### config.mk
export PLATFORM = sky130hd
export DESIGN_NAME = frequency_synth
export DESIGN_NICKNAME = d
export VERILOG_FILES = /design/src/rtl/freq_pkg.sv /design/src/rtl/freq_div_seq.sv /design/src/rtl/frequency_synth.sv
export SDC_FILE = /design/constraint.sdc
export NUM_CORES = 1
export LEC_CHECK = 0
export ABC_AREA = 1
export CAP_MARGIN = 5
export CELL_PAD_IN_SITES_DETAIL_PLACEMENT = 2
export CELL_PAD_IN_SITES_GLOBAL_PLACEMENT = 2
export CORE_MARGIN = 2
export CORE_UTILIZATION = 34
export DETAILED_ROUTE_END_ITERATION = 10
export GPL_ROUTABILITY_DRIVEN = 0
export MAX_ROUTING_LAYER = met4
export PLACE_DENSITY_LB_ADDON = 0.1
export RECOVER_POWER = 25
export SETUP_SLACK_MARGIN = 0.1
export SLEW_MARGIN = 0
export SYNTH_ARGS = -nofsm -noshare
export SYNTH_HDL_FRONTEND = slang
export SYNTH_HIERARCHICAL = 1
export SYNTH_SLANG_ARGS = --single-unit
### constraint.sdc
create_clock -name clk_fs -period 2.8 [get_ports clk_fs]
set_input_delay 0.56 -clock clk_fs [delete_from_list [all_inputs] [get_ports clk_fs]]
set_output_delay 0.56 -clock clk_fs [all_outputs]
set_load 0.05 [all_outputs]
### src/rtl/freq_pkg.sv
// Shared types and helpers for the programmable square-wave generator.
// The result classification is width-agnostic so the package is reusable for any FRE_W.
package freq_pkg;

  localparam int FRE_W_DEFAULT = 64;

  typedef enum logic [1:0] {
    IDLE  = 2'd0,
    DIV   = 2'd1,
    APPLY = 2'd2
  } fs_state_t;

  typedef enum logic [1:0] {
    RES_STOP = 2'd0,
    RES_SAT  = 2'd1,
    RES_QUO  = 2'd2
  } res_kind_t;

  // Zero request stops the output; a zero quotient means the request is above
  // clk/2 and is clamped to the fastest legal half period.
  function automatic res_kind_t classify(input logic fre_zero, input logic quo_zero);
    if (fre_zero)      return RES_STOP;
    else if (quo_zero) return RES_SAT;
    else               return RES_QUO;
  endfunction

endpackage

### src/rtl/freq_div_seq.sv
// Start/done serial restoring divider: W-bit dividend, (W+1)-bit divisor,
// one quotient bit per cycle, W iterations, truncated quotient.
module freq_div_seq #(
  parameter int W = 64
) (
  input  logic         clk,
  input  logic         rst_n,
  input  logic         start,
  input  logic [W-1:0] dividend,
  input  logic [W:0]   divisor,
  output logic         busy,
  output logic         done,
  output logic [W-1:0] quotient
);

  localparam int CW = $clog2(W + 1);

  logic [CW-1:0] iter;
  logic [W:0]    rem;
  logic [W+1:0]  trial;
  logic          fits;

  // rem < divisor always holds, so the shifted trial needs one extra bit.
  always_comb begin
    trial = {rem, quotient[W-1]};
    fits  = (trial >= {1'b0, divisor});
  end

  // NOTE: state registers use non-blocking assignments so every flop samples
  // pre-edge values; blocking here would create order-dependent simulation.
  always_ff @(posedge clk or negedge rst_n) begin
    if (!rst_n) begin
      iter     <= '0;
      rem      <= '0;
      quotient <= '0;
    end else if (start) begin
      iter     <= CW'(W);
      rem      <= '0;
      quotient <= dividend;
    end else if (iter != '0) begin
      iter     <= iter - CW'(1);
      rem      <= fits ? (W+1)'(trial - {1'b0, divisor}) : trial[W:0];
      quotient <= {quotient[W-2:0], fits};
    end
  end

  assign busy = (iter != '0);
  // Asserted during the final iteration: quotient is valid after this edge.
  assign done = (iter == CW'(1));

endmodule

### src/rtl/frequency_synth.sv
// Programmable square-wave generator: Hz request -> half-period count via a
// serial divider, then a toggle counter driving clk_fx with exact 50% duty.
module frequency_synth
  import freq_pkg::*;
#(
  parameter longint unsigned CLK_FS_HZ = 64'd50_000_000,
  parameter int              FRE_W     = FRE_W_DEFAULT
) (
  input  logic             clk_fs,
  input  logic             rst_n,
  input  logic [FRE_W-1:0] fre_set,
  input  logic             set_valid,
  output logic             set_ready,
  output logic             clk_fx,
  output logic             running,
  output logic             sat,
  output logic [FRE_W-1:0] half_cnt
);

  localparam logic [FRE_W-1:0] ONE = FRE_W'(1);

  fs_state_t        state, next_state;
  res_kind_t        kind;
  logic [FRE_W-1:0] fre_q;
  logic [FRE_W-1:0] div_quo;
  logic             div_busy, div_done;
  logic [FRE_W-1:0] result;
  logic [FRE_W-1:0] half_next, half_cur, cnt;
  logic             accept, apply, apply_stop;

  assign set_ready  = (state == IDLE);
  assign accept     = set_valid & set_ready;
  assign apply      = (state == APPLY);
  assign apply_stop = apply & (kind == RES_STOP);

  freq_div_seq #(.W(FRE_W)) u_div (
    .clk      (clk_fs),
    .rst_n    (rst_n),
    .start    (accept),
    .dividend (FRE_W'(CLK_FS_HZ)),
    .divisor  ({fre_q, 1'b0}),
    .busy     (div_busy),
    .done     (div_done),
    .quotient (div_quo)
  );

  always_ff @(posedge clk_fs or negedge rst_n) begin
    if (!rst_n) state <= IDLE;
    else        state <= next_state;
  end

  // NOTE: every always_comb output gets a default first so no path leaves it
  // unassigned, which would otherwise infer a latch.
  always_comb begin
    next_state = state;
    case (state)
      IDLE:    if (set_valid)                next_state = DIV;
      DIV:     if (div_busy && div_done)     next_state = APPLY;
      APPLY:                                 next_state = IDLE;
      default:                               next_state = IDLE;
    endcase
  end

  always_comb begin
    kind = classify(fre_q == '0, div_quo == '0);
    case (kind)
      RES_STOP: result = '0;
      RES_SAT:  result = ONE;
      default:  result = div_quo;
    endcase
  end

  always_ff @(posedge clk_fs or negedge rst_n) begin
    if (!rst_n) begin
      fre_q     <= '0;
      half_next <= '0;
      half_cur  <= '0;
      cnt       <= '0;
      clk_fx    <= 1'b0;
      sat       <= 1'b0;
    end else begin
      if (accept) fre_q <= fre_set;
      if (apply) begin
        half_next <= result;
        sat       <= (kind == RES_SAT);
      end
      // A stop request wins over everything, including a coinciding toggle.
      if (apply_stop) begin
        clk_fx   <= 1'b0;
        cnt      <= '0;
        half_cur <= '0;
      end else if (half_cur == '0) begin
        cnt <= '0;
        if (apply) half_cur <= result;
      end else if (cnt == half_cur - ONE) begin
        // The old half_next is loaded here even in the APPLY cycle.
        clk_fx   <= ~clk_fx;
        cnt      <= '0;
        half_cur <= half_next;
      end else begin
        cnt <= cnt + ONE;
      end
    end
  end

  assign half_cnt = half_cur;
  assign running  = (half_cur != '0);

endmodule
Word level (Yosys, flattened, before mapping)
Cells that the tools add are included. W data, S select, Z words.

Add/subtract/negate cells: 4. Magnitude comparators: 1. Equal/unequal tests: 9. Multiplexer cells: 23. Bitwise logic cells: 3. Reduce and logical (&&, ||, !) cells: 14.

Operators by type and width (number): $mux W64 (9); $mux W65 (3); $logic_not A64 Y1 (3); $pmux W64 S2 (1); $ge A66 B65 Y1 (1); $sub A65 B65 Y65 (1); $add A64 B1 Y64 const B (1); $eq A64 B64 Y1 (1); $reduce_bool A64 Y1 (1); $sub A64 B1 Y64 const B (1); $mux W7 (2); $mux W2 (4); $eq A7 B1 Y1 const B (1); $reduce_bool A7 Y1 (1); $sub A7 B1 Y7 const B (1); $ne A2 B2 Y1 const B (3); $reduce_and A2 Y1 (3); $eq A2 B1 Y1 const B (2); $logic_not A2 Y1 (2); $pmux W2 S2 (1); $reduce_bool A2 Y1 (2); $mux W1 (3); $ne A3 B3 Y1 const B (1); $reduce_bool A3 Y1 (1); other kinds (4) (5).

Register bits: 396. Output and inout bits: 68.

Depth between registers and ports, before layout
Depth after elaboration: 8. Depth in mapped cells: 21. Gate-level depth less buffers: 20.

Modules after synthesis
Netlist, hierarchy kept.

Modules (own cells, without submodules): frequency_synth (times used 1, cells an instance 2361, area each 15937.8 µm²); freq_div_seq (times used 1, cells an instance 2202, area each 12888.6 µm²).

Least setup slack after synthesis
Ideal clock, no wire load.

Path kind: reg-to-reg. From: reg half_cur[0], in the netlist half_cnt[0]. To: reg half_cur[8], in the netlist half_cnt[8]. Library setup time: 0.120 ns. Arrival: 2.953 ns. Path slack: -0.273 ns. Cell stages (with the launch flop): 11. Clock period less this slack: 3.073 ns. Path through: dfrtp_1 inv_1 ha_1 nand3_1 nor4_1 nand4_1 or2_2 clkbuf_1 clkbuf_1 nand3_1 nand2_1.

Longest elaborated chain between the ends: 4.

Ends and longest elaborated chain: start, declared (line frequency_synth.sv:28) `logic [FRE_W-1:0] half_next, half_cur, cnt;`; start signal, assigned (line frequency_synth.sv:94) `if (apply) half_cur <= result;`; start signal, assigned (line frequency_synth.sv:99) `half_cur <= half_next;`; $sub A64 B1 Y64 (line frequency_synth.sv:95) `end else if (cnt == half_cur - ONE) begin`; $eq A64 B64 Y1 (line frequency_synth.sv:95); $reduce_bool A3 Y1 (no line); $reduce_and A2 Y1 (no line).

Several ways; a longest one is shown, not always the timed one. A chain may end at the register's enable or synchronous reset.

Worst setup path in the final report
From: reg u_div.quotient[17]. To: reg half_cur[63], in the netlist half_cnt[63].

Longest elaborated chain between the ends: 8.

Ends and longest elaborated chain: start, declared (line freq_div_seq.sv:13) `output logic [W-1:0] quotient`; start signal, assigned (line freq_div_seq.sv:39) `quotient <= dividend;`; start signal, assigned (line freq_div_seq.sv:43) `quotient <= {quotient[W-2:0], fits};`; $logic_not A64 Y1 (*) (line frequency_synth.sv:65) `kind = classify(fre_q == '0, div_quo == '0);`; $mux W2 (*) (line freq_pkg.sv:23) `else if (quo_zero) return RES_SAT;`; $mux W2 (*) (line freq_pkg.sv:22) `if (fre_zero) return RES_STOP;`; $eq A2 B1 Y1 / $logic_not A2 Y1 (equally long branches) (line frequency_synth.sv:66, frequency_synth.sv:34); $pmux W64 S2 (line frequency_synth.sv:66) `case (kind)`; $mux W64 (line frequency_synth.sv:94); $mux W64 (line frequency_synth.sv:92) `end else if (half_cur == '0) begin`; $mux W64 (line frequency_synth.sv:88) `if (apply_stop) begin`.

Every way passes the cells marked *; elsewhere a longest branch is shown, timed or not. The select of a mux whose other input is x is not followed.

==> metrics.txt <==
post-synthesis cell area=28800 um2; Syn Inst Count=4563; Yosys top cell area share=34.4%; largest net degree at the start of global routing=87; reported max-cap violation count=2; clock tree buffer depth=3; H-tree levels=2; Final period util=160%; Fill cells=9703; final hold violations=0; CP Cell Sequence=nor4_1 > nand4_1 > nor2_1 > nand2_1 > nand2_1 > inv_2 > buf_12 > nand2_1 > o21ai_0 > buf_4 > nand3_1 > nand2_2; Die X=295 um; Final setup viols=265; most frequent cells in the layout=nand2_1, inv_1, buf_4, dfrtp_1, nand3_1; placed insts=6172; core area=83800 um2; WS Path Type=flip-flop to flip-flop; Final nets=5355; initial antenna violation count=5; Vias=40500; Initial Utilization=34.4%; Yosys cell types=48; Worst Clk Skew=0.0679 ns; clk root buf=clkbuf_16; top post-synthesis cells by area=dfrtp_1, nand2_1, inv_1; CP required=3.35 ns; layout cell share with drive strength beyond 1=24.2%; Layout area overhead=42.4%; Peak VDD IR=632 uV; Residual DRC=0; yosys warns=6; clk_lat worst skew=0.71 ns; delay-heaviest family, CP=simple AND/OR/NAND/NOR gates; r2r startpoint=u_div/quotient[17]; Vias per Instance=6.30; commonest non-fill, non-tap cell in the layout=nand2_1; violated checks=capacitance limit, slew limit, setup timing; final cell count without fillers=6422; CTS clk-pin slew, worst paths=0.10 ns; clock sink total=396; fmax=223 MHz; post-synthesis sequential area ratio=34.4%; RSZ-0062 raised after global routing=yes; largest fanout on the critical path=35; minimum clock period=4.49 ns; Die Y=295 um; relative slew slack=-75.5%; Slew @ Worst Pin=2.61 ns; WP data arrival=5.04 ns; Hold WC Path Type=input port to flip-flop; status=finished, violations left; hold path start=fre_set[17]; CTS tree=done; WL per Instance=36.8 um; CP endpoint kind=flip-flop; pwr dens=754 nW/um2; flop and latch count out of synthesis=396; CP max stage delay=2.09 ns; Die ar.=87100 um2; slowest CP cell=nor4_1; vias in the first global route=39000; drt pass-1 iters=6; Std-Cell Rows=106; biggest area consumer among synthesized cells=dfrtp_1; Startpoint Class=flip-flop; crit path from=u_div/quotient[17]; Total Routed Length=236000 um; GRT overflow=0; first-pass GRT wire length=245000 um; Avg Inst Size Synth=6.32 um2; CTS buffer count=50; pins over their slew limit=5; most frequent cell on the critical path=nand2_1; buffers added on ports=134; Buf/Inv on CP=3; I/O pins=135; remaining antenna violation count=0; gr usage total=38.0%; P_leak=0.0211 uW; setup total negative slack=-259.02 ns; HPWL after detailed placement=107000 um; Detailed Route Iter0 Violations=4280; Final WS setup=-1.69 ns
-- registers in the layout (all words and copies together), names as in the netlist --
| register | flops |
|---|---|
| cnt | 64 |
| sat | 1 |
| half_next | 64 |
| u_div/rem | 65 |
| fre_q | 64 |
| u_div/quotient | 64 |
| half_cnt | 64 |
| u_div/iter | 7 |
| state | 2 |
| clk_fx | 1 |
-- stage by stage --
stage / util [%] / total power (uW) / instance area [um2] / worst slack [ns] / hold WS, ns
after CTS: 45.0 / 26000 / 37700 / -0.222 / 0.428
after global routing: 49.0 / 31700 / 41100 / -1.91 / 0.462
after global placement: 41.5 / 18100 / 34800 / -0.215 / 0.450
after detailed placement: 41.5 / 18600 / 34800 / -0.367 / 0.473
after floorplan: - / 14100 / 29300 / 0.0121 / 0.264
final: 49.0 / 31000 / 41100 / -1.69 / 0.434
-- power breakdown --
group | internal [uW] | switching (uW) | leakage [uW]
clock network | 4230 | 3580 | 0.000864
registers | 6340 | 846 | 0.00497
logic | 5300 | 10700 | 0.0153
-- worst paths after layout --
check	to	slack (ns)	cells after the start
max	half_cnt[63]	-1.69	12
max in group asynchronous	half_cnt[61]	0.13	3
max reg2reg	half_cnt[63]	-1.69	12
min reg2reg	fre_q[34]	0.52	2
min	fre_q[17]	0.43	3
min in group asynchronous	fre_q[20]	0.72	2
-- tightest hold or removal path, cell delays in order --
cell             delay, ns
clkdlybuf4s50_1       0.40
nand2_1               0.07
nand2_1               0.04
-- kinds of logic after synthesis --
logic type / share of synthesized area (%)
and+or+nand+nor: 43.1
buffers and inverters: 9.87
DFF: 34.4
AOI/OAI and AO/OA: 5.36
xor gates and xnor gates: 4.15
adders and majority gates: 3.11
other: 0.0261
-- Yosys cell counts (all sizes together) --
library cell,count
o21bai,6
and2,10
and3,1
clkinv,1
dfrtp,396
or2,4
xnor2,52
o221ai,13
conb,2
o21ai,163
nand4,60
buf,40
nor3,56
xor3,1
nor2,456
nand3b,76
o22ai,1
xor2,82
nor3b,1
clkbuf,93
nand2,1930
fa,1
o211ai,31
nor4,51
nand3,310
a21oi,61
inv,591
nor4b,1
ha,70
o32ai,1
a21o,2
-- metal layers --
metal / track usage, % / routed length (um)
met5: - / 0
met4: 20.1 / 26300
met3: 4.86 / 24700
met2: 66.0 / 105000
met1: 42.5 / 80400
-- what timing repair did --
| item | 4_1_cts | 5_1_grt |
|---|---|---|
| hold buffers | 1 | 0 |
| buffers inserted | 30 | 76 |
| gates cloned | 7 | 16 |
| endpoints found under the setup margin | 195 | 212 |
| pin swaps | 22 | 134 |
| gates resized for setup | 190 | 609 |
| hold endpoints to repair | 33 | 0 |
-- layout make-up --
class	instances	area (um2)	area share (%)
Multi-Input combinational cell	3507	19200	46.8
Sequential cell	396	9970	24.3
Timing Repair Buffer	670	6390	15.6
Inverter	592	2230	5.42
Clock buffer	78	1530	3.72
Tap cell	1134	1420	3.46
Clock inverter	15	240	0.585
Antenna cell	30	75.1	0.183
No activity file was read; power rests on OpenSTA's default activity.
